===== src/rtl/ddr_rd_arbiter_if.sv =====
`default_nettype none
// ============================================================================
// Module   : ddr_rd_arbiter_if
// Purpose  : Bundles the request, descriptor, grant and address-generator
//            signals of the DDR read arbiter.
// Modports : master - arbiter side (drives grant, ag_*, ready_mux, busy, err)
//            slave  - consumer / address-generator side (drives req, req_*,
//                     req_done, ag_done)
// Params   : DDR_ADDR_W - address width, BURST_W - burst field width
// Revision : 1.0 - initial release
// ============================================================================
interface ddr_rd_arbiter_if #(
  parameter int DDR_ADDR_W = 32,
  parameter int BURST_W    = 8
);
  logic [3:0]                 req;
  logic [3:0][DDR_ADDR_W-1:0] req_st_addr;
  logic [3:0][DDR_ADDR_W-1:0] req_step;
  logic [3:0][BURST_W-1:0]    req_burst;
  logic [3:0][BURST_W-1:0]    req_burst_num;
  logic [3:0]                 req_done;
  logic [3:0]                 grant;
  logic                       ag_start;
  logic                       ag_done;
  logic [DDR_ADDR_W-1:0]      ag_st_addr;
  logic [DDR_ADDR_W-1:0]      ag_step;
  logic [BURST_W-1:0]         ag_burst;
  logic [BURST_W-1:0]         ag_burst_num;
  logic [1:0]                 ready_mux;
  logic                       busy;
  logic                       err;

  modport master (
    input  req, req_st_addr, req_step, req_burst, req_burst_num, req_done, ag_done,
    output grant, ag_start, ag_st_addr, ag_step, ag_burst, ag_burst_num,
           ready_mux, busy, err
  );

  modport slave (
    output req, req_st_addr, req_step, req_burst, req_burst_num, req_done, ag_done,
    input  grant, ag_start, ag_st_addr, ag_step, ag_burst, ag_burst_num,
           ready_mux, busy, err
  );
endinterface
`default_nettype wire


===== src/rtl/ddr_rd_arbiter.sv =====
`default_nettype none
// ============================================================================
// Module   : ddr_rd_arbiter
// Purpose  : Round-robin arbiter granting one of four read consumers access to
//            the DDR address generator. The winner's descriptor is latched and
//            handed to the address generator; the transfer ends once both the
//            address generator and the selected consumer report done.
// Ports    : clk - clock (rising edge)
//            rst - asynchronous active-high reset
//            bus - ddr_rd_arbiter_if.master (req/descriptors/done inputs,
//                  grant/ag_*/ready_mux/busy/err outputs)
// Params   : DDR_ADDR_W, BURST_W, TIMEOUT_CYC (watchdog limit)
// Options  : DDR_ARB_WATCHDOG_EN - builds a BUSY watchdog that sets the sticky
//            err flag and abandons the transfer after TIMEOUT_CYC cycles.
// Revision : 1.0 - initial release
// ============================================================================
module ddr_rd_arbiter #(
  parameter int DDR_ADDR_W  = 32,
  parameter int BURST_W     = 8,
  parameter int TIMEOUT_CYC = 65535
) (
  input wire               clk,
  input wire               rst,
  ddr_rd_arbiter_if.master bus
);

  typedef enum logic [1:0] {
    S_IDLE  = 2'd0,
    S_ISSUE = 2'd1,
    S_BUSY  = 2'd2
  } state_t;

  state_t                r_state;
  state_t                w_state_nxt;
  logic [1:0]            r_sel;
  logic [1:0]            r_last;
  logic [1:0]            w_idx;
  logic [1:0]            w_win;
  logic                  w_any_req;
  logic                  w_grant_en;
  logic                  w_issue_en;
  logic                  w_exit_en;
  logic                  w_timeout;
  logic                  w_a_seen;
  logic                  w_c_seen;
  logic                  r_a_f;
  logic                  r_c_f;
  logic [3:0]            r_grant;
  logic                  r_ag_start;
  logic [DDR_ADDR_W-1:0] r_ag_st_addr;
  logic [DDR_ADDR_W-1:0] r_ag_step;
  logic [BURST_W-1:0]    r_ag_burst;
  logic [BURST_W-1:0]    r_ag_burst_num;

  // Round-robin search starting one past the previous owner.
  always_comb begin
    w_any_req = 1'b0;
    w_win     = 2'd0;
    w_idx     = 2'd0;
    for (int i = 1; i <= 4; i++) begin
      w_idx = r_last + 2'(i);
      if (!w_any_req && bus.req[w_idx]) begin
        w_any_req = 1'b1;
        w_win     = w_idx;
      end
    end
  end

  // A done counts if already flagged or arriving this cycle, so both pulses
  // landing in the same cycle still exit immediately.
  assign w_a_seen = r_a_f | bus.ag_done;
  assign w_c_seen = r_c_f | bus.req_done[r_sel];

  always_ff @(posedge clk or posedge rst) begin
    if (rst) begin
      r_state <= S_IDLE;
    end else begin
      r_state <= w_state_nxt;
    end
  end

  always_comb begin
    w_state_nxt = r_state;
    w_grant_en  = 1'b0;
    w_issue_en  = 1'b0;
    w_exit_en   = 1'b0;
    case (r_state)
      S_IDLE: begin
        if (w_any_req) begin
          w_grant_en  = 1'b1;
          w_state_nxt = S_ISSUE;
        end
      end
      S_ISSUE: begin
        w_issue_en  = 1'b1;
        w_state_nxt = S_BUSY;
      end
      S_BUSY: begin
        if ((w_a_seen && w_c_seen) || w_timeout) begin
          w_exit_en   = 1'b1;
          w_state_nxt = S_IDLE;
        end
      end
      default: w_state_nxt = S_IDLE;
    endcase
  end

  always_ff @(posedge clk or posedge rst) begin
    if (rst) begin
      r_sel          <= 2'd0;
      r_last         <= 2'd3;
      r_a_f          <= 1'b0;
      r_c_f          <= 1'b0;
      r_grant        <= 4'd0;
      r_ag_start     <= 1'b0;
      r_ag_st_addr   <= '0;
      r_ag_step      <= '0;
      r_ag_burst     <= '0;
      r_ag_burst_num <= '0;
    end else begin
      r_grant    <= 4'd0;
      r_ag_start <= w_issue_en;
      if (w_grant_en) begin
        r_sel          <= w_win;
        r_grant        <= 4'b0001 << w_win;
        r_ag_st_addr   <= bus.req_st_addr[w_win];
        r_ag_step      <= bus.req_step[w_win];
        r_ag_burst     <= bus.req_burst[w_win];
        r_ag_burst_num <= bus.req_burst_num[w_win];
      end
      if (w_issue_en) begin
        r_a_f <= 1'b0;
        r_c_f <= 1'b0;
      end else if (r_state == S_BUSY) begin
        if (bus.ag_done)         r_a_f <= 1'b1;
        if (bus.req_done[r_sel]) r_c_f <= 1'b1;
      end
      if (w_exit_en) begin
        r_last <= r_sel;
      end
    end
  end

`ifdef DDR_ARB_WATCHDOG_EN
  localparam logic [15:0] c_wd_last = 16'(TIMEOUT_CYC - 1);

  logic [15:0] r_wd_cnt;
  logic        r_err;

  // Counter value equals completed BUSY cycles, so the limit is hit on the
  // TIMEOUT_CYC-th BUSY cycle.
  assign w_timeout = (r_state == S_BUSY) && (r_wd_cnt == c_wd_last);

  always_ff @(posedge clk or posedge rst) begin
    if (rst) begin
      r_wd_cnt <= 16'd0;
      r_err    <= 1'b0;
    end else begin
      if (r_state == S_ISSUE) begin
        r_wd_cnt <= 16'd0;
      end else if (r_state == S_BUSY) begin
        r_wd_cnt <= r_wd_cnt + 16'd1;
      end
      // A transfer that completes on the limit cycle is not an error.
      if (w_timeout && !(w_a_seen && w_c_seen)) begin
        r_err <= 1'b1;
      end
    end
  end

  assign bus.err = r_err;
`else
  logic w_unused_timeout;

  assign w_timeout        = 1'b0;
  assign w_unused_timeout = (TIMEOUT_CYC != 0);
  assign bus.err          = 1'b0;
`endif

  assign bus.grant        = r_grant;
  assign bus.ag_start     = r_ag_start;
  assign bus.ag_st_addr   = r_ag_st_addr;
  assign bus.ag_step      = r_ag_step;
  assign bus.ag_burst     = r_ag_burst;
  assign bus.ag_burst_num = r_ag_burst_num;
  assign bus.ready_mux    = r_sel;
  assign bus.busy         = (r_state != S_IDLE);

endmodule
`default_nettype wire


===== src/flat_wrapper.sv =====
// flat-port wrapper written by rule: the top's interface ports become plain ports
module ddr_rd_arbiter_flat 
#(
  parameter int DDR_ADDR_W  = 32,
  parameter int BURST_W     = 8,
  parameter int TIMEOUT_CYC = 65535
)
  (clk, rst, bus_req, bus_req_st_addr, bus_req_step, bus_req_burst, bus_req_burst_num, bus_req_done, bus_ag_done, bus_grant, bus_ag_start, bus_ag_st_addr, bus_ag_step, bus_ag_burst, bus_ag_burst_num, bus_ready_mux, bus_busy, bus_err);
  ddr_rd_arbiter_if #(.DDR_ADDR_W(DDR_ADDR_W), .BURST_W(BURST_W)) bus_i ();
  input wire clk;
  input wire rst;
  input wire logic [$bits(bus_i.req)-1:0] bus_req;
  input wire logic [$bits(bus_i.req_st_addr)-1:0] bus_req_st_addr;
  input wire logic [$bits(bus_i.req_step)-1:0] bus_req_step;
  input wire logic [$bits(bus_i.req_burst)-1:0] bus_req_burst;
  input wire logic [$bits(bus_i.req_burst_num)-1:0] bus_req_burst_num;
  input wire logic [$bits(bus_i.req_done)-1:0] bus_req_done;
  input wire logic [$bits(bus_i.ag_done)-1:0] bus_ag_done;
  output wire logic [$bits(bus_i.grant)-1:0] bus_grant;
  output wire logic [$bits(bus_i.ag_start)-1:0] bus_ag_start;
  output wire logic [$bits(bus_i.ag_st_addr)-1:0] bus_ag_st_addr;
  output wire logic [$bits(bus_i.ag_step)-1:0] bus_ag_step;
  output wire logic [$bits(bus_i.ag_burst)-1:0] bus_ag_burst;
  output wire logic [$bits(bus_i.ag_burst_num)-1:0] bus_ag_burst_num;
  output wire logic [$bits(bus_i.ready_mux)-1:0] bus_ready_mux;
  output wire logic [$bits(bus_i.busy)-1:0] bus_busy;
  output wire logic [$bits(bus_i.err)-1:0] bus_err;
  assign bus_i.req = bus_req;
  assign bus_i.req_st_addr = bus_req_st_addr;
  assign bus_i.req_step = bus_req_step;
  assign bus_i.req_burst = bus_req_burst;
  assign bus_i.req_burst_num = bus_req_burst_num;
  assign bus_i.req_done = bus_req_done;
  assign bus_i.ag_done = bus_ag_done;
  assign bus_grant = bus_i.grant;
  assign bus_ag_start = bus_i.ag_start;
  assign bus_ag_st_addr = bus_i.ag_st_addr;
  assign bus_ag_step = bus_i.ag_step;
  assign bus_ag_burst = bus_i.ag_burst;
  assign bus_ag_burst_num = bus_i.ag_burst_num;
  assign bus_ready_mux = bus_i.ready_mux;
  assign bus_busy = bus_i.busy;
  assign bus_err = bus_i.err;
  ddr_rd_arbiter #(.DDR_ADDR_W(DDR_ADDR_W), .BURST_W(BURST_W), .TIMEOUT_CYC(TIMEOUT_CYC)) u_core (.clk(clk), .rst(rst), .bus(bus_i));
endmodule

===== config.mk =====
export PLATFORM = sky130hd
export DESIGN_NAME = ddr_rd_arbiter_flat
export DESIGN_NICKNAME = d
export VERILOG_FILES = /design/src/rtl/ddr_rd_arbiter_if.sv /design/src/rtl/ddr_rd_arbiter.sv /design/src/flat_wrapper.sv
export SDC_FILE = /design/constraint.sdc
export NUM_CORES = 1
export LEC_CHECK = 0
export CORE_AREA = 3 3 164 166
export DETAILED_ROUTE_END_ITERATION = 16
export DIE_AREA = 0 0 167 169
export SYNTH_ARGS = -nofsm -noshare
export SYNTH_HDL_FRONTEND = slang
export SYNTH_SLANG_ARGS = --single-unit

===== constraint.sdc =====
create_clock -name clk -period 4.6 [get_ports clk]
set_clock_uncertainty 0.15 [all_clocks]
set_input_delay 1.38 -clock clk [delete_from_list [all_inputs] [get_ports clk]]
set_output_delay 1.38 -clock clk [all_outputs]
set_load 0.02 [all_outputs]

After elaboration in Yosys (flattened, before gate mapping)
Index checks and enable logic that the tools add are counted.
{"block": "totals", "inputBits": 331, "word_cells": 83, "register_bits": 93, "output_inout_bits": 89}
{"block": "op_classes", "bitwise": 2, "shifts": 1, "n_addsub": 3, "reduce_logical": 15, "order_cmp": 6, "mux": 41, "n_eq_ne": 4}
{"operator": "32-bit binary-select mux with 2-bit select", "n": 2}
{"operator": "32-bit 2-to-1 mux", "n": 2}
{"operator": "8-bit binary-select mux with 2-bit select", "n": 2}
{"operator": "1-bit 2-to-1 mux", "n": 20}
{"operator": "2-bit by 3-bit less-than comparator with 1-bit output, second input constant", "n": 6}
{"operator": "8-bit 2-to-1 mux", "n": 2}
{"operator": "2-bit 2-to-1 mux", "n": 6}
{"operator": "1-bit binary-select mux with 2-bit select", "n": 5}
{"operator": "2-bit nonzero test", "n": 4}
{"operator": "2-bit case mux with 3 select lines", "n": 1}
{"operator": "2-bit AND reduction", "n": 3}
{"operator": "2-bit adder, second input constant", "n": 2}
{"operator": "1-bit logical AND", "n": 4}
{"operator": "4-bit 2-to-1 mux", "n": 1}
{"operator": "2-bit by 1-bit inequality test with 1-bit output, second input constant", "n": 2}
{"operator": "1-bit by 2-bit << shifter with 4-bit output, first input constant", "n": 1}
{"operator": "1-bit zero test", "n": 3}
{"operator": "2-bit by 1-bit adder with 2-bit output, second input constant", "n": 1}
{"operator": "2-bit by 1-bit == test with 1-bit output, second input constant", "n": 1}
{"operator": "2-bit == test, second input constant", "n": 1}
{"operator": "2-bit zero test", "n": 1}
{"operator": "1-bit OR", "n": 2}

Longest topological paths before layout
{"block": "logic_depth", "depth_word": 16, "ltp_mapped": 9, "depth_no_buf": 7}

Worst setup path before layout
OpenSTA, ideal clock, no wires.
{"block": "synth_timing", "kind": "input-to-reg", "start": "in bus_req[1]", "end": "reg u_core.r_ag_step[16], in the netlist u_core.bus.ag_step[16]", "arrival_time_ps": 2792, "setup_ps": 130, "stages": 8, "setup_slack_ps": 1528, "t_required_ps": 4320, "n_path_buf": 3, "path_cell_list": "buf_6 -> nor2b_4 -> a21o_1 -> a222oi_1 -> buf_6 -> buf_8 -> mux2i_1 -> o22ai_2"}
{"block": "synth_via", "elab_chain_cells": 14, "elab_cells_between_ends": 26, "cone_classes": "mux: 20; reduce/logical: 6"}
{"element": "start, declared", "line": "flat_wrapper.sv:12", "source": "input wire logic [$bits(bus_i.req)-1:0] bus_req;"}
{"element": "1-bit binary-select mux with 2-bit select", "line": "ddr_rd_arbiter.sv:62", "source": "if (!w_any_req && bus.req[w_idx]) begin"}
{"element": "1-bit 2-to-1 mux (implied by the code)", "line": "ddr_rd_arbiter.sv:62"}
{"element": "1-bit 2-to-1 mux", "line": "ddr_rd_arbiter.sv:62"}
{"element": "1-bit zero test", "line": "ddr_rd_arbiter.sv:62"}
{"element": "1-bit logical AND", "line": "ddr_rd_arbiter.sv:62"}
{"element": "1-bit 2-to-1 mux", "line": "ddr_rd_arbiter.sv:62"}
{"element": "1-bit zero test", "line": "ddr_rd_arbiter.sv:62"}
{"element": "1-bit logical AND", "line": "ddr_rd_arbiter.sv:62"}
{"element": "1-bit 2-to-1 mux", "line": "ddr_rd_arbiter.sv:62"}
{"element": "1-bit zero test", "line": "ddr_rd_arbiter.sv:62"}
{"element": "1-bit logical AND", "line": "ddr_rd_arbiter.sv:62"}
{"element": "2-bit 2-to-1 mux or 1-bit 2-to-1 mux (tied branches)", "line": "ddr_rd_arbiter.sv:62"}
{"element": "32-bit binary-select mux with 2-bit select or 1-bit 2-to-1 mux (tied branches)", "line": "ddr_rd_arbiter.sv:127, ddr_rd_arbiter.sv:89"}
{"element": "32-bit 2-to-1 mux (implied by the code) or 1-bit 2-to-1 mux (tied branches)", "line": "ddr_rd_arbiter.sv:127, ddr_rd_arbiter.sv:87"}
{"element": "end signal, assigned", "line": "ddr_rd_arbiter.sv:127", "source": "r_ag_step <= bus.req_step[w_win];"}
{"element": "end, declared", "line": "ddr_rd_arbiter.sv:51", "source": "logic [DDR_ADDR_W-1:0] r_ag_step;"}
Parallel ways exist; a longest one is shown, timed or not. The select of a mux whose other input is x is not followed.
A chain may end at the register's enable or synchronous reset.

Final worst setup path
{"block": "layout_timing", "start": "in bus_req[0]", "end": "reg u_core.r_ag_burst[5], in the netlist u_core.bus.ag_burst[5]"}
{"block": "layout_via", "elab_chain_cells": 14, "elab_cells_between_ends": 26, "cone_classes": "mux: 20; reduce/logical: 6"}
{"element": "1-bit binary-select mux with 2-bit select", "line": "ddr_rd_arbiter.sv:62"}
{"element": "1-bit 2-to-1 mux (implied by the code)", "line": "ddr_rd_arbiter.sv:62"}
{"element": "1-bit 2-to-1 mux", "line": "ddr_rd_arbiter.sv:62"}
{"element": "1-bit zero test", "line": "ddr_rd_arbiter.sv:62"}
{"element": "1-bit logical AND", "line": "ddr_rd_arbiter.sv:62"}
{"element": "1-bit 2-to-1 mux", "line": "ddr_rd_arbiter.sv:62"}
{"element": "1-bit zero test", "line": "ddr_rd_arbiter.sv:62"}
{"element": "1-bit logical AND", "line": "ddr_rd_arbiter.sv:62"}
{"element": "1-bit 2-to-1 mux", "line": "ddr_rd_arbiter.sv:62"}
{"element": "1-bit zero test", "line": "ddr_rd_arbiter.sv:62"}
{"element": "1-bit logical AND", "line": "ddr_rd_arbiter.sv:62"}
{"element": "2-bit 2-to-1 mux or 1-bit 2-to-1 mux (tied branches)", "line": "ddr_rd_arbiter.sv:62"}
{"element": "8-bit binary-select mux with 2-bit select or 1-bit 2-to-1 mux (tied branches)", "line": "ddr_rd_arbiter.sv:128, ddr_rd_arbiter.sv:89"}
{"element": "8-bit 2-to-1 mux (implied by the code) or 1-bit 2-to-1 mux (tied branches)", "line": "ddr_rd_arbiter.sv:128, ddr_rd_arbiter.sv:87"}
{"element": "end signal, assigned", "line": "ddr_rd_arbiter.sv:128", "source": "r_ag_burst <= bus.req_burst[w_win];"}
{"element": "end, declared", "line": "ddr_rd_arbiter.sv:52", "source": "logic [BURST_W-1:0] r_ag_burst;"}
Parallel ways exist; a longest one is shown, timed or not. The select of a mux whose other input is x is not followed.

==> impl_results.md <==
- DRC: 0
- Post-CTS setup buffers: 0
- Post-CTS Resized: 0
- Crit path buf inv count: 1
- Total gr overflow: 0
- Post-DRT Antenna Nets: 0
- Critical Path Start Type: input pin
- Gpl congestion: ~0.84
- NumNets Final: 1411
- Fmax: 265 MHz
- Area Overhead vs Synth: 75.7%
- Critical Path RT: 4.72 ns
- Syn avg cell area: 9.00 sq um
- CORE AREA: 25800 sq um
- Yosys warnings: 0
- Post-Synth XOR/XNOR Area: 0%
- Minimum clock period: around 3.8 ns
- Number of global-route vias before repair: 7031
- RSZ-0062 raised after global routing: false
- Hold WS: between 0.4 and 0.5 ns
- Placed Area: 10700 sq um
- Slowest cell on the critical path: a221o_1
- Largest net degree at the start of global routing: 111
- Maxcap violations: 0
- Post-Synth Simple-Gate Area: 7.78%
- Synth Register Bits: 93
- Starting density of the core: 24.3%
- Post-Place Setup Slack: around 0.48 ns
- DRT Pass-1 Iters: 5
- Worst-path cell chain: clkdlybuf4s50_1 -> nor2_2 -> o22ai_1 -> a221o_1 -> o21ai_0 -> o22ai_1
- Clock tree sinks: 93
- Max-slew headroom: approximately a quarter
- HP Class: reg2reg
- Critical Path Fanout Max: 24
- Final Hold Vio Count: 0
- EDFF count, synth: 0
- Cell mode on critical path: o22ai_1
- TritonCTS buffer count: 9
- PnR worst setup slack: 0.821 ns
- Cell variety after synth: 41
- Register area share after synthesis: 37.2%
- Outcome: finished clean
- Post-layout util: between 40% and 50%
- Skew-Pair Late Insertion Delay: 0.34 ns
- Setup violators final: 0
- CP Capture Type: register
- # placed instances: 1400
- Max VDD drop: 335 uV
- Filler cell count: 2586
- CTS Root Cell: clkbuf_16
- Slew @ Worst Pin: 1.11 ns
- CTS H-Tree Depth: 3
- Largest family of logic cells by synthesized area: compound AO/OA/AOI/OAI gates
- Crit path DAT: roughly 4 ns
- Max incr delay on CP: approximately 0.95 ns
- Post-Layout Inst Area: 11000 sq um
- Adder and majority cell fraction of the synthesized area: less than 1%
- Total Power: around 6.4 mW
- Finished Layout Cells: between 1k and 1.5k
- Synth Cell Area: 6260 sq um
- CTS Hold Bufs: 0
- First-pass GRT wire length: approximately 42000 um
- Synth Area in Compound Gates: 32.1%
- Static leakage: 4.53 nW
- Core Rows: 59
- Die W: 167 um
- Die Area: 28200 sq um
- Mapped Nets: ~1k
- Post-Syn Instances: roughly 700
- Number of port buffers: 418
- Die Y: 169 um
- I/O pins: 420
- Pins Over Slew Limit: 0
- Async set-or-reset flop fraction in the synthesized netlist: 100%
- CP delay by family, top: compound AO/OA/AOI/OAI gates
- Period utilization: just over 80%
- Most common cell after layout, fill and taps aside: clkdlybuf4s50_1
- 1st-iter DRT viols: about 450
- Most frequent cells in the layout: clkdlybuf4s50_1 (418), o21ai_0 (107), nor2_1 (105)
- Via density per instance: 4.99
- Crit path kind: in2reg
- CTS tree: done
- Detailed placement HPWL: 21300 um
- Initial antenna violation count: 2
- Multiplexer share of the synthesized area: 13.5%
- TNS Setup: 0 ns
- DR vias: 7064
- Layout cell share with drive strength beyond 1: 5.46%
- GR Util All Layers: 19.0%
- Final WL: 28300 um
- Power per cell area: 583 nW/um^2
- Most frequently used flop master after synthesis: dfrtp_1
- Wirelength per Cell: 20.0 um
- Maximum buffer depth of the clock tree: 2
- Clock Pin Slew Worst Setup and Hold Paths: around 0.070 ns
registers in the layout, indices dropped and copies added (netlist names):
| name | flops |
|---|---|
| u_core.bus.ready_mux | 2 |
| u_core.bus.ag_burst_num | 8 |
| u_core.bus.grant | 4 |
| u_core.bus.ag_st_addr | 32 |
| u_core.r_last | 2 |
| u_core.bus.ag_burst | 8 |
| u_core.r_state | 2 |
| u_core.bus.ag_step | 32 |
| u_core.r_a_f | 1 |
| u_core.bus.ag_start | 1 |
| u_core.r_c_f | 1 |
where the power goes:
part	internal [mW]	total (mW)	switching, mW
sequential	1.24	1.57	0.340
clock	0.399	0.742	0.342
combinational	1.87	4.09	2.22
worst paths after layout:
| check | from | end | slack (ns) | depth (start not counted) |
|---|---|---|---|---|
| worst max-delay path | bus_req[0] | u_core.bus.ag_burst[5] | 0.82 | 6 |
| worst min-delay path | u_core.r_c_f | u_core.r_c_f | 0.43 | 2 |
| worst max register to register | u_core.r_last[1] | u_core.bus.ag_st_addr[11] | 1.94 | 7 |
| worst min register to register | u_core.r_c_f | u_core.r_c_f | 0.43 | 2 |
| max in group asynchronous | rst | u_core.r_last[1] | 2.22 | 3 |
| min in group asynchronous | rst | u_core.bus.ag_st_addr[19] | 1.31 | 2 |
cells in the mapped netlist, drive strengths merged, types with 2 or more instances:
library cell,n,area (sq um)
nor2,106,400
inv,31,116
clkbuf,50,189
o211a,22,220
o21ai,108,541
o211ai,2,15.0
ha,4,50.1
dfrtp,91,2280
and3,2,12.5
o21a,3,22.5
nor3,2,10.0
buf,18,210
a221oi,59,523
mux2i,80,801
nor2b,2,20.0
a21oi,7,35.0
nand2,10,37.5
mux2,2,22.5
dfstp,2,52.6
o22ai,83,582
cells by family after synthesis:
| family | after synthesis |
|---|---|
| AO/OA/AOI/OAI | 291 |
| adder cells (fa/ha/maj) | 4 |
| buffers and inverters | 100 |
| flip-flops | 93 |
| multiplexers | 83 |
| other | 1 |
| AND/OR/NAND/NOR | 123 |
layout make-up:
type	count	area (sq um)	area share, %
timing repair buffer	439	4400	40.1
multi-input combinational	502	3430	31.2
sequential	93	2330	21.2
tap	335	419	3.81
clock buffer	12	256	2.33
inverter	31	119	1.08
clock inverter	4	32.5	0.296
antenna	1	2.50	0.0228
routing by layer:
layer	GRT usage, %	part of all wire [%]
met1	23.8	41
met5	0	0.025
met2	32.9	49
met4	5.38	1.8
met3	4.51	7.2
worst register-to-register path, delay by kind of cell, from the launching register on:
kind	cells	cell delay, ns
buffers and inverters	2	0.51
AND/OR/NAND/NOR	1	0.10
AO/OA/AOI/OAI	3	0.80
multiplexers	1	0.27
flip-flops	1	0.71
Note: power is estimated with default switching activity, not from simulation.
